<file path="src/rtl/conv_window_scan_ctrl_if.sv">
// Handshake and bus bundle between the window scan controller, the image ROM and the MAC.
// Signal prefixes are from the controller's point of view.
interface conv_window_scan_ctrl_if;
    logic       i_start;
    logic [7:0] o_pxl_row;
    logic [8:0] o_pxl_col;
    logic [7:0] i_mem_data;
    logic       o_tap_valid;
    logic       i_tap_ready;
    logic [7:0] o_tap_data;
    logic [3:0] o_tap_idx;
    logic       o_win_last;
    logic [7:0] o_out_row;
    logic [8:0] o_out_col;
    logic       o_busy;
    logic       o_done;

    // Controller side
    modport master (
        input  i_start, i_mem_data, i_tap_ready,
        output o_pxl_row, o_pxl_col, o_tap_valid, o_tap_data, o_tap_idx, o_win_last,
               o_out_row, o_out_col, o_busy, o_done
    );

    // Environment side (start control, ROM, MAC)
    modport slave (
        output i_start, i_mem_data, i_tap_ready,
        input  o_pxl_row, o_pxl_col, o_tap_valid, o_tap_data, o_tap_idx, o_win_last,
               o_out_row, o_out_col, o_busy, o_done
    );
endinterface

</file>
<file path="src/rtl/conv_window_scan_ctrl.sv">
// KxK window scan controller: walks every output pixel in raster order, issues the K*K
// neighbourhood addresses to a 1-cycle-latency ROM and presents the returned bytes as a
// valid/ready tap stream tagged with tap index and output coordinates.
module conv_window_scan_ctrl #(
    parameter int unsigned R_IMG = 202,
    parameter int unsigned C_IMG = 302,
    parameter int unsigned K     = 3
) (
    input  logic                    i_clk,
    input  logic                    i_rst,
    conv_window_scan_ctrl_if.master io_bus
);

    localparam logic [7:0] OrowMax = 8'(R_IMG - K);
    localparam logic [8:0] OcolMax = 9'(C_IMG - K);
    localparam logic [3:0] DMax    = 4'(K - 1);
    localparam logic [3:0] KW      = 4'(K);
    localparam logic [3:0] IdxMax  = 4'(K * K - 1);

    typedef enum logic [1:0] {StIdle, StScan, StDrain, StDone} state_e;

    state_e     r_state;
    state_e     w_state_next;

    // Issue counters
    logic [7:0] r_orow;
    logic [8:0] r_ocol;
    logic [3:0] r_dr;
    logic [3:0] r_dc;

    // Presented tap
    logic       r_tap_valid;
    logic [7:0] r_tap_row;
    logic [8:0] r_tap_col;
    logic [3:0] r_tap_idx;
    logic       r_win_last;
    logic [7:0] r_out_row;
    logic [8:0] r_out_col;

    logic       w_adv;
    logic       w_stall;
    logic       w_accept;
    logic       w_issue;
    logic       w_clear;
    logic       w_last_issue;
    logic [8:0] w_issue_row;
    logic [8:0] w_issue_col;
    logic [3:0] w_issue_idx;

    assign w_adv        = !r_tap_valid || io_bus.i_tap_ready;
    assign w_stall      = r_tap_valid && !io_bus.i_tap_ready;
    assign w_accept     = r_tap_valid && io_bus.i_tap_ready;
    assign w_issue_row  = {1'b0, r_orow} + {5'b0, r_dr};
    assign w_issue_col  = r_ocol + {5'b0, r_dc};
    assign w_issue_idx  = r_dr * KW + r_dc;
    assign w_last_issue = (r_orow == OrowMax) && (r_ocol == OcolMax) &&
                          (r_dr == DMax) && (r_dc == DMax);

    // State register
    always_ff @(posedge i_clk or posedge i_rst) begin
        if (i_rst) begin
            r_state <= StIdle;
        end else begin
            r_state <= w_state_next;
        end
    end

    // Next-state decode plus issue/clear strobes for the counters
    always_comb begin
        w_state_next = r_state;
        w_issue      = 1'b0;
        w_clear      = 1'b0;
        unique case (r_state)
            StIdle: begin
                w_clear = 1'b1;
                if (io_bus.i_start) begin
                    w_state_next = StScan;
                end
            end
            StScan: begin
                if (w_adv) begin
                    w_issue = 1'b1;
                    if (w_last_issue) begin
                        w_state_next = StDrain;
                    end
                end
            end
            StDrain: begin
                if (w_accept) begin
                    w_state_next = StDone;
                end
            end
            StDone: begin
                w_state_next = StIdle;
            end
            default: begin
                w_state_next = StIdle;
            end
        endcase
    end

    // Nested issue counters: dc fastest, then dr, ocol, orow
    always_ff @(posedge i_clk or posedge i_rst) begin
        if (i_rst) begin
            r_orow <= '0;
            r_ocol <= '0;
            r_dr   <= '0;
            r_dc   <= '0;
        end else if (w_clear) begin
            r_orow <= '0;
            r_ocol <= '0;
            r_dr   <= '0;
            r_dc   <= '0;
        end else if (w_issue) begin
            if (r_dc == DMax) begin
                r_dc <= '0;
                if (r_dr == DMax) begin
                    r_dr <= '0;
                    if (r_ocol == OcolMax) begin
                        r_ocol <= '0;
                        r_orow <= (r_orow == OrowMax) ? '0 : r_orow + 8'd1;
                    end else begin
                        r_ocol <= r_ocol + 9'd1;
                    end
                end else begin
                    r_dr <= r_dr + 4'd1;
                end
            end else begin
                r_dc <= r_dc + 4'd1;
            end
        end
    end

    // Presented-tap registers; data arrives from the ROM in the same cycle tap_valid rises
    always_ff @(posedge i_clk or posedge i_rst) begin
        if (i_rst) begin
            r_tap_valid <= 1'b0;
            r_tap_row   <= '0;
            r_tap_col   <= '0;
            r_tap_idx   <= '0;
            r_win_last  <= 1'b0;
            r_out_row   <= '0;
            r_out_col   <= '0;
        end else if (w_issue) begin
            r_tap_valid <= 1'b1;
            r_tap_row   <= w_issue_row[7:0];
            r_tap_col   <= w_issue_col;
            r_tap_idx   <= w_issue_idx;
            r_win_last  <= (w_issue_idx == IdxMax);
            r_out_row   <= r_orow;
            r_out_col   <= r_ocol;
        end else if (w_accept) begin
            r_tap_valid <= 1'b0;
        end
    end

    // ROM has no enable: on a stall re-address the presented tap so the read data holds
    assign io_bus.o_pxl_row   = w_stall ? r_tap_row : w_issue_row[7:0];
    assign io_bus.o_pxl_col   = w_stall ? r_tap_col : w_issue_col;
    assign io_bus.o_tap_valid = r_tap_valid;
    assign io_bus.o_tap_data  = io_bus.i_mem_data;
    assign io_bus.o_tap_idx   = r_tap_idx;
    assign io_bus.o_win_last  = r_win_last;
    assign io_bus.o_out_row   = r_out_row;
    assign io_bus.o_out_col   = r_out_col;
    assign io_bus.o_busy      = (r_state == StScan) || (r_state == StDrain);
    assign io_bus.o_done      = (r_state == StDone);

endmodule

</file>
<file path="src/flat_wrapper.sv">
// flat-port wrapper written by rule: the top's interface ports become plain ports
module conv_window_scan_ctrl_flat 
#(
    parameter int unsigned R_IMG = 202,
    parameter int unsigned C_IMG = 302,
    parameter int unsigned K     = 3
)
  (i_clk, i_rst, io_bus_i_start, io_bus_i_mem_data, io_bus_i_tap_ready, io_bus_o_pxl_row, io_bus_o_pxl_col, io_bus_o_tap_valid, io_bus_o_tap_data, io_bus_o_tap_idx, io_bus_o_win_last, io_bus_o_out_row, io_bus_o_out_col, io_bus_o_busy, io_bus_o_done);
  conv_window_scan_ctrl_if io_bus_i ();
  input  logic i_clk;
  input  logic i_rst;
  input wire logic [$bits(io_bus_i.i_start)-1:0] io_bus_i_start;
  input wire logic [$bits(io_bus_i.i_mem_data)-1:0] io_bus_i_mem_data;
  input wire logic [$bits(io_bus_i.i_tap_ready)-1:0] io_bus_i_tap_ready;
  output wire logic [$bits(io_bus_i.o_pxl_row)-1:0] io_bus_o_pxl_row;
  output wire logic [$bits(io_bus_i.o_pxl_col)-1:0] io_bus_o_pxl_col;
  output wire logic [$bits(io_bus_i.o_tap_valid)-1:0] io_bus_o_tap_valid;
  output wire logic [$bits(io_bus_i.o_tap_data)-1:0] io_bus_o_tap_data;
  output wire logic [$bits(io_bus_i.o_tap_idx)-1:0] io_bus_o_tap_idx;
  output wire logic [$bits(io_bus_i.o_win_last)-1:0] io_bus_o_win_last;
  output wire logic [$bits(io_bus_i.o_out_row)-1:0] io_bus_o_out_row;
  output wire logic [$bits(io_bus_i.o_out_col)-1:0] io_bus_o_out_col;
  output wire logic [$bits(io_bus_i.o_busy)-1:0] io_bus_o_busy;
  output wire logic [$bits(io_bus_i.o_done)-1:0] io_bus_o_done;
  assign io_bus_i.i_start = io_bus_i_start;
  assign io_bus_i.i_mem_data = io_bus_i_mem_data;
  assign io_bus_i.i_tap_ready = io_bus_i_tap_ready;
  assign io_bus_o_pxl_row = io_bus_i.o_pxl_row;
  assign io_bus_o_pxl_col = io_bus_i.o_pxl_col;
  assign io_bus_o_tap_valid = io_bus_i.o_tap_valid;
  assign io_bus_o_tap_data = io_bus_i.o_tap_data;
  assign io_bus_o_tap_idx = io_bus_i.o_tap_idx;
  assign io_bus_o_win_last = io_bus_i.o_win_last;
  assign io_bus_o_out_row = io_bus_i.o_out_row;
  assign io_bus_o_out_col = io_bus_i.o_out_col;
  assign io_bus_o_busy = io_bus_i.o_busy;
  assign io_bus_o_done = io_bus_i.o_done;
  conv_window_scan_ctrl #(.R_IMG(R_IMG), .C_IMG(C_IMG), .K(K)) u_core (.i_clk(i_clk), .i_rst(i_rst), .io_bus(io_bus_i));
endmodule
</file>
<file path="config.mk">
export PLATFORM = sky130hd
export DESIGN_NAME = conv_window_scan_ctrl_flat
export DESIGN_NICKNAME = d
export VERILOG_FILES = /design/src/rtl/conv_window_scan_ctrl_if.sv /design/src/rtl/conv_window_scan_ctrl.sv /design/src/flat_wrapper.sv
export SDC_FILE = /design/constraint.sdc
export NUM_CORES = 1
export LEC_CHECK = 0
export BUFFER_PORTS_ARGS = -buffer_cell sky130_fd_sc_hd__buf_2
export CORE_AREA = 3 3 107 109
export DETAILED_ROUTE_END_ITERATION = 16
export DIE_AREA = 0 0 110 112
export HOLD_SLACK_MARGIN = 0.12
export PLACE_DENSITY = 0.61
export SKIP_LAST_GASP = 1
export SYNTH_ARGS = -nofsm -noshare
export SYNTH_HDL_FRONTEND = slang
export SYNTH_SLANG_ARGS = --single-unit
</file>
<file path="constraint.sdc">
create_clock -name i_clk -period 2.85 [get_ports i_clk]
set_input_delay 0.57 -clock i_clk [delete_from_list [all_inputs] [get_ports i_clk]]
set_output_delay 0.57 -clock i_clk [all_outputs]
set_load 0.01 [all_outputs]
</file>
======== Word-level counts from Yosys, hierarchy flattened ========
Index checks and enable logic that the tools add are counted.
storage, ports and cells
  register bits ........................... 67
  latch bits .............................. 0
  memory bits (writable) .................. 0
  ROM bits ................................ 0
  input bits .............................. 12
  logic and storage cells ................. 81
  memories ................................ 0
cells by class
  $add $sub $neg .......................... 7
  $mul .................................... 1
  div/mod/pow operators ................... 0
  magnitude comparators ................... 0
  equality and inequality tests ........... 12
  shift-type cells ........................ 0
  mux-type cells .......................... 30
  bitwise logic cells ..................... 0
  reduce and logical (&&, ||, !) cells .... 19
operator list
  operator                                                                  count
  8-bit two-way mux                                                         7
  9-bit two-way mux                                                         6
  4-bit two-way mux                                                         7
  2-bit nonzero test                                                        5
  9-bit by 1-bit adder with 9-bit output (second input constant)            1
  9-bit by 4-bit adder with 9-bit output                                    1
  9-bit equality test (second input constant)                               1
  4-bit by 1-bit adder with 4-bit output (second input constant)            2
  8-bit by 1-bit adder with 8-bit output (second input constant)            1
  8-bit by 4-bit adder with 8-bit output                                    1
  4-bit by 2-bit equality test with 1-bit output (second input constant)    2
  8-bit equality test (second input constant)                               1
  2-bit two-way mux                                                         4
  2-bit case mux with 4 select lines                                        1
  4-bit AND reduction                                                       2
  2-bit by 1-bit inequality test with 1-bit output (second input constant)  3
  1-bit logical AND                                                         5
  1-bit two-way mux                                                         5
  4-bit adder                                                               1
  2-bit equality test (second input constant)                               2
  4-bit equality test (second input constant)                               1
  4-bit by 2-bit multiplier with 4-bit output (second input constant)       1
  3-bit AND reduction                                                       1
  2-bit by 1-bit equality test with 1-bit output (second input constant)    1
  5 further kinds                                                           7

======== Logic depth before layout (Yosys ltp) ========
Gate-level depths: netlist of run 1.
  depth after elaboration ................. 7
  gate-level depth with buffers ........... 9

======== Least setup slack after synthesis of run 1 ========
No wires, ideal clock.
  path type ............................... register to output
  from .................................... register u_core.r_dc[0]
  to ...................................... output port io_bus_o_pxl_col[6]
  arrival ................................. 1.749 ns
  slack ................................... 0.531 ns
  cell stages (with the launch flop) ...... 9
  buffers on the path ..................... 0
  cell sequence ........................... dfrtp_1 ha_1 inv_1 fa_1 nor2b_1 o21ai_0 a21oi_1 xnor2_1 a21oi_1
between the ends
  longest elaborated chain between the ends .. 2
ends and longest elaborated chain
  element                                 RTL line                      source
  start, declared                         conv_window_scan_ctrl.sv:29   logic [3:0] r_dc;
  start signal, assigned                  conv_window_scan_ctrl.sv:129  r_dc <= r_dc + 4'd1;
  9-bit by 4-bit adder with 9-bit output  conv_window_scan_ctrl.sv:54   assign w_issue_col = r_ocol + {5'b0, r_dc};
  9-bit two-way mux                       conv_window_scan_ctrl.sv:159  assign io_bus.o_pxl_col = w_stall ? r_tap_col : w_issue_col;
  end, declared                           flat_wrapper.sv:16            output wire logic [$bits(io_bus_i.o_pxl_col)-1:0] io_bus_o_pxl_col;
Every way passes these cells.

======== Final worst setup path of run 1 ========
  from .................................... register u_core.r_ocol[1]
  to ...................................... output port io_bus_o_pxl_col[5]
between the ends
  longest elaborated chain between the ends .. 2
ends and longest elaborated chain
  element                                 RTL line                      source
  start, declared                         conv_window_scan_ctrl.sv:27   logic [8:0] r_ocol;
  start signal, assigned                  conv_window_scan_ctrl.sv:123  r_ocol <= r_ocol + 9'd1;
  9-bit by 4-bit adder with 9-bit output  conv_window_scan_ctrl.sv:54
  9-bit two-way mux                       conv_window_scan_ctrl.sv:159
Every way passes these cells.

==> impl_metrics.tcl, run 1 <==
set metrics [dict create \
    crit_required_ns 2.28 \
    nets 480 \
    worstMarginPinSlew_ns 0.617 \
    firstDrtPassIters 4 \
    insertion_delay_of_the_later_clocked_pin_in_the_worst_skew_pair_ns 0.36 \
    clock_path_buffers 2 \
    drt-initial-drc-count 122 \
    globalRouteMet2Util_pct 21.9 \
    p_leak_nw 2.22 \
    peakVddDrop_mv 0.388 \
    synth_top_flop_cell "sky130_fd_sc_hd__dfrtp_1" \
    finalSetupTns_ns 0 \
    post_synth_top_area_cell "sky130_fd_sc_hd__dfrtp_1" \
    cap_viol_max_count 0 \
    worst_path_max_delay_cell "sky130_fd_sc_hd__dfrtp_1" \
    vias 2880 \
    fin_worst_skew_ns 0.0144 \
    boundaryPins 62 \
    postRouteWirelength_um 8850 \
    floorplan.die_area_mm2 0.0123 \
    final.fill_count 1045 \
    run_status "finished, final reports clean" \
    timing.final.crit_period_ns 2.75 \
    path_cells "ha_1 > a21o_1 > a311o_1 > nand2_1 > xor2_1 > a21oi_1 > buf_2" \
    start_util_pct 35.6 \
    fmaxAchievable_mhz 364 \
    cts_htree_levels 3 \
    critical_path.startpoint_type "flop" \
    count_of_flip_flops_with_a_built_in_enable_after_synthesis 0 \
    synth_largest_type_area_fraction_pct 44.1 \
    slew_margin_rel_pct 58.8 \
    synth_register_bits 67 \
    path_max_fanout 3 \
    critical_path_buf_inv_count 1 \
    synth_cells 394 \
    vias_in_the_first_global_route 2883 \
    capturing_element_type_of_the_critical_path "output pin" \
    yosysMostFrequentCell "sky130_fd_sc_hd__nand2_1" \
    cpLargestDelayFamily "compound AO/OA/AOI/OAI gates" \
    setup.worst_path.class "flop to output pin" \
    finalSetupViolations 0 \
    reg2regPathDepth 10 \
    areal_power_density_over_the_cells_mw_per_mm2 856 \
    design_power_total_mw 3.89 \
    globalRoute.busiestLayer "met1" \
    syn_avg_cell_area_um2 9.65 \
    clock-root-buffer "sky130_fd_sc_hd__clkbuf_8" \
    synth_cell_type_count 46 \
    hold_violations 0 \
    cts.hold.buffers_added 0 \
    post_drt_via_cell_ratio 4.91 \
    worst_ep_arrival_time_ns 2.18 \
    holdWs_ns 0.281 \
    synthesis.yosys.warnings 0 \
    post_synth_instance_area_mm2 0.00380 \
    timing.rr.start "u_core.r_dr[0]" \
    rrSetupSlack_ns 0.53 \
    chipHeight_um 112 \
    gp_routability_congestion 0.850 \
    pins_over_slew_limit 0 \
    rr_endpoint "u_core.io_bus.o_tap_idx[3]" \
    clock_sink_count 67 \
    first_pass_grt_wire_length_um 14500 \
    cts_tree "done" \
    wl_per_cell_um 15.1 \
    core_area_mm2 0.0107 \
    drive_above_1_share_pct 28.3 \
    numCtsBuffers 9 \
    floorplan.die.width_um 110 \
    hold_path_class "input port to asynchronous set/reset pin" \
    antenna-diode-count 0 \
    drc 0 \
    grt_remaining_overflow 0 \
    critPathMaxStageDelay_ns 0.41 \
    hpwl_um 6350 \
    grt_util_overall_pct 15.2 \
    antenna_violating_nets_post_route 0 \
    use_met3_pct 3.42 \
    asyncSetResetFlopFracSynth_pct 100 \
    grt_start_max_net_pins 41 \
    min_period_over_period_pct 96.4 \
    core.rowCount 38 \
    grt_antenna_before_repair 0 \
    grt.met1_usage_pct 22.1 \
    numPortBuffers 45 \
    net_count_after_synthesis 433 \
    synth.cells.most_frequent "71 x sky130_fd_sc_hd__nand2_1, 67 x sky130_fd_sc_hd__dfrtp_1, 29 x sky130_fd_sc_hd__nor2_1" \
    clk_pin_slew_ns 0.09 \
    layout-area-overhead-vs-synth_pct 19.6 \
    yosys-top-cells-area "sky130_fd_sc_hd__dfrtp_1 44%, sky130_fd_sc_hd__ha_1 7.2%, sky130_fd_sc_hd__nand2_1 7.0%" \
    ys_seq_area_share_pct 44.1 \
]
[how the worst max path moves through the flow]
stage / startpoint / end / slack (ns) / depth (start not counted)
floorplan: u_core.r_dc[0] / io_bus_o_pxl_col[6] / 0.53 / 8
detailed placement: u_core.r_dr[0] / io_bus_o_pxl_row[6] / 0.25 / 9
global route: u_core.r_dc[1] / io_bus_o_pxl_col[5] / -0.03 / 7
CTS: u_core.r_ocol[0] / io_bus_o_pxl_col[8] / 0.003 / 9
global placement: u_core.r_orow[0] / io_bus_o_pxl_row[6] / 0.33 / 9
finish: u_core.r_ocol[1] / io_bus_o_pxl_col[5] / 0.10 / 7
[report_power, final]
group / internal (mW) / switching [mW]
Sequential: 1.12 / 0.123
Clock: 0.652 / 0.388
Combinational: 0.652 / 0.960
[cells in the final DEF (no fill, tap or decap), types with 3 or more instances in the layout]
master,netlist,final
sky130_fd_sc_hd__a21o_1,3,3
sky130_fd_sc_hd__a21oi_1,20,19
sky130_fd_sc_hd__and2_1,3,3
sky130_fd_sc_hd__and3_1,5,5
sky130_fd_sc_hd__buf_2,4,45
sky130_fd_sc_hd__buf_4,8,15
sky130_fd_sc_hd__bufinv_16,0,3
sky130_fd_sc_hd__clkbuf_8,0,12
sky130_fd_sc_hd__dfrtp_1,67,59
sky130_fd_sc_hd__dfrtp_2,0,8
sky130_fd_sc_hd__fa_1,5,3
sky130_fd_sc_hd__ha_1,22,19
sky130_fd_sc_hd__ha_4,0,3
sky130_fd_sc_hd__inv_1,20,18
sky130_fd_sc_hd__mux2_2,17,17
sky130_fd_sc_hd__nand2_1,71,70
sky130_fd_sc_hd__nand2b_1,3,3
sky130_fd_sc_hd__nand3_1,8,8
sky130_fd_sc_hd__nand4_1,4,4
sky130_fd_sc_hd__nor2_1,29,28
sky130_fd_sc_hd__nor3_1,4,4
sky130_fd_sc_hd__o21ai_0,27,25
sky130_fd_sc_hd__o31ai_1,3,3
sky130_fd_sc_hd__xnor2_1,14,13
sky130_fd_sc_hd__xor2_1,15,13
[layout make-up]
class | instances | area, um^2 | share of cell area (%)
repair buffers | 61 | 358 | 7.86
well taps | 140 | 175 | 3.85
flip-flops and latches | 67 | 1690 | 37.1
clock inverters | 4 | 95.1 | 2.09
multi-input cells | 282 | 2000 | 43.9
inverters | 20 | 75.1 | 1.65
clock buffers | 12 | 165 | 3.63
[registers in the layout, indices dropped and copies added (netlist names)]
signal                     cells
u_core.r_tap_row               8
u_core.r_state                 2
u_core.io_bus.o_win_last       1
u_core.r_tap_col               9
u_core.io_bus.o_tap_valid      1
u_core.io_bus.o_out_col        9
u_core.r_orow                  8
u_core.r_dr                    4
u_core.io_bus.o_tap_idx        4
u_core.r_ocol                  9
u_core.io_bus.o_out_row        8
u_core.r_dc                    4
[logic make-up (layout without fill, tap and decap cells)]
group	Yosys count	after routing	synth area share, %
AO/OA/AOI/OAI	63	63	10.2
flip-flops	67	67	44.1
adder cells (fa/ha/maj)	27	27	9.87
buffers and inverters	45	97	5.56
XOR/XNOR	29	29	6.68
multiplexers	18	18	5.33
AND/OR/NAND/NOR	145	145	18.3
[stage by stage]
stage,utilization [%],cells,setup slack (ns),instance area (um^2)
2_1_floorplan,-,394,0.531,3800
3_3_place_gp,38.7,562,0.327,4140
3_5_place_dp,38.7,562,0.248,4140
4_1_cts,41.5,582,0.00261,4440
5_1_grt,42.5,586,-0.0280,4550
6_report,42.5,586,0.102,4550
[per-layer routing]
metal  vias to the layer above  part of all wire, %
li1                       1411                    -
met1                      1394                   49
met2                        64                   44
met3                        11                  5.0
met4                         0                  1.7
met5                         -                    0
[timing repair]
item	in CTS	in global routing
resized for setup	6	18
pin swaps	3	4
setup buffers	4	4
endpoints found under the setup margin	4	9
No activity file was read; power rests on OpenSTA's default activity.
==> inputs of run 2 (changes only) <==
==> constraint.sdc (replaced) <==
create_clock -name i_clk -period 2.9 [get_ports i_clk]
set_input_delay 0.58 -clock i_clk [delete_from_list [all_inputs] [get_ports i_clk]]
set_output_delay 0.58 -clock i_clk [all_outputs]
set_load 0.01 [all_outputs]
==> impl_metrics.tcl, run 2 (synthesis gave the netlist of run 1 again) <==
set metrics [dict create \
    postRouteWirelength_um 8810 \
    final.fill_count 1071 \
    hold_path_class "input port to asynchronous set/reset pin" \
    vias 2833 \
    setup.worst_path.class "flop to output pin" \
    cts_htree_levels 3 \
    layout_common_cells "70 x sky130_fd_sc_hd__nand2_1, 60 x sky130_fd_sc_hd__dfrtp_1, 45 x sky130_fd_sc_hd__buf_2" \
    rrSetupSlack_ns 0.67 \
    hpwl_um 6390 \
    min_period_over_period_pct 97.9 \
    power_frac_seq_pct 34.5 \
    firstDrtPassIters 4 \
    crit_required_ns 2.32 \
    antenna_violating_nets_post_route 0 \
    floorplan.die_area_mm2 0.0123 \
    grt_start_max_net_pins 46 \
    numPortBuffers 45 \
    clk_pin_slew_ns 0.08 \
    hold_violations 0 \
    clock_sink_count 67 \
    setup_ws_ns 0.0622 \
    clock-root-buffer "sky130_fd_sc_hd__clkbuf_8" \
    boundaryPins 62 \
    switching_share_pct 39.8 \
    numCtsBuffers 9 \
    clock_path_buffers 2 \
    pwr-share-clk_pct 22.6 \
    dpl_worst_slack_ns 0.359 \
    post_drt_via_cell_ratio 4.85 \
    design_power_total_mw 3.59 \
    chipHeight_um 112 \
    layout.area.seq_mm2 0.00169 \
    fmaxAchievable_mhz 352 \
    nets 478 \
    antenna-diode-count 0 \
    critical_path.startpoint_type "flop" \
    gp_routability_congestion 0.919 \
    grt_antenna_before_repair 0 \
    core.rowCount 38 \
    pins_over_slew_limit 0 \
    worstMarginPinSlew_ns 0.652 \
    p_int_mw 2.16 \
    path_max_fanout 6 \
    switchingPower_mw 1.43 \
    drc 0 \
    layout.cells.non_filler 584 \
    multiInputGateArea_mm2 0.00195 \
    comb_power_share_pct 42.9 \
    capturing_element_type_of_the_critical_path "output pin" \
    mostFrequentLayoutCell "sky130_fd_sc_hd__nand2_1" \
    layout-area-overhead-vs-synth_pct 16.4 \
    fin_worst_skew_ns 0.0112 \
    floorplan.die.width_um 110 \
    first_pass_grt_wire_length_um 14500 \
    drt-initial-drc-count 182 \
    worst_ep_arrival_time_ns 2.26 \
    holdWs_ns 0.300 \
    wl_per_cell_um 15.1 \
    grt_remaining_overflow 0 \
    start_util_pct 35.6 \
    areal_power_density_over_the_cells_mw_per_mm2 812 \
    drive_above_1_share_pct 25.9 \
    cts_tree "done" \
    final_core_utilization_pct 41.4 \
    core_area_mm2 0.0107 \
    cts.hold.buffers_added 0 \
    p_leak_nw 2.19 \
    timing.final.crit_period_ns 2.84 \
    post-place-cells 562 \
    run_status "finished, final reports clean" \
    insertion_delay_of_the_later_clocked_pin_in_the_worst_skew_pair_ns 0.36 \
    peakVddDrop_mv 0.538 \
    finalSetupViolations 0 \
    slew_margin_rel_pct 56.5 \
    cap_viol_max_count 0 \
    grt_util_overall_pct 15.1 \
    vias_in_the_first_global_route 2877 \
]
-- run 2: changes by cell type in the layout (fill, tap and decap cells not counted), moves of 2 or more --
cell	delta
sky130_fd_sc_hd__buf_4	-2
sky130_fd_sc_hd__bufinv_16	-2
sky130_fd_sc_hd__ha_1	+3
sky130_fd_sc_hd__ha_4	-3
-- run 2: routing by layer --
metal | vias to the layer above | track usage, % | share of wire, %
li1 | 1400 | - | -
met1 | 1345 | 22.2 | 50
met2 | 75 | 21.3 | 42
met3 | 13 | 2.67 | 5.8
met4 | 0 | 7.48 | 2.4
met5 | - | 0 | 0
-- run 2: worst paths after layout --
| path | cells past startpoint | to | from |
|---|---|---|---|
| min in group i_clk | 2 | u_core.io_bus.o_out_col[1] | u_core.io_bus.o_out_col[1] |
| min | 2 | u_core.r_ocol[7] | i_rst |
| max in group asynchronous | 3 | u_core.r_orow[0] | i_rst |
| max reg2reg | 9 | u_core.io_bus.o_tap_idx[3] | u_core.r_dr[1] |
| min reg2reg | 2 | u_core.io_bus.o_out_col[1] | u_core.io_bus.o_out_col[1] |
| max | 7 | io_bus_o_pxl_row[4] | u_core.r_orow[2] |
-- run 2: final cells by class --
class / instances / area share [%]
clock inverter: 4 / 1.10
tap: 140 / 3.96
multi-input combinational: 282 / 43.9
timing repair buffer: 59 / 7.74
sequential: 67 / 38.1
inverter: 20 / 1.70
clock buffer: 12 / 3.50
-- run 2: power groups by stage --
| stage | Sequential, mW | Clock (mW) | Combinational (mW) |
|---|---|---|---|
| after detailed placement | 1.27 | 0 | 1.48 |
| final | 1.24 | 0.812 | 1.54 |
| after CTS | 1.25 | 0.842 | 1.49 |
| after global routing | 1.27 | 0.869 | 1.75 |
| after global placement | 1.25 | 0 | 1.45 |
| after floorplan | 1.25 | 0 | 1.02 |
-- run 2: worst max-delay path, cell delays in order (launching register included) --
cell and delay, ns:
sky130_fd_sc_hd__dfrtp_1 0.46, sky130_fd_sc_hd__ha_1 0.39, sky130_fd_sc_hd__nor2b_1 0.17, sky130_fd_sc_hd__o21ai_1 0.16
sky130_fd_sc_hd__nand2_1 0.14, sky130_fd_sc_hd__xor2_1 0.17, sky130_fd_sc_hd__mux2_2 0.28, sky130_fd_sc_hd__buf_2 0.14
-- run 2: timing repair --
item	4_1_cts	5_1_grt
pin swaps	0	4
gates resized for setup	4	11
endpoints found under the setup margin	4	9
hold endpoints to repair	0	0
setup buffers	0	6
-- run 2: per-stage QoR --
stage	cell area (um^2)	TNS, ns
2_1_floorplan	3800	0
3_3_place_gp	4140	0
3_5_place_dp	4140	0
4_1_cts	4350	-0.00542
5_1_grt	4430	-0.0412
6_report	4430	0
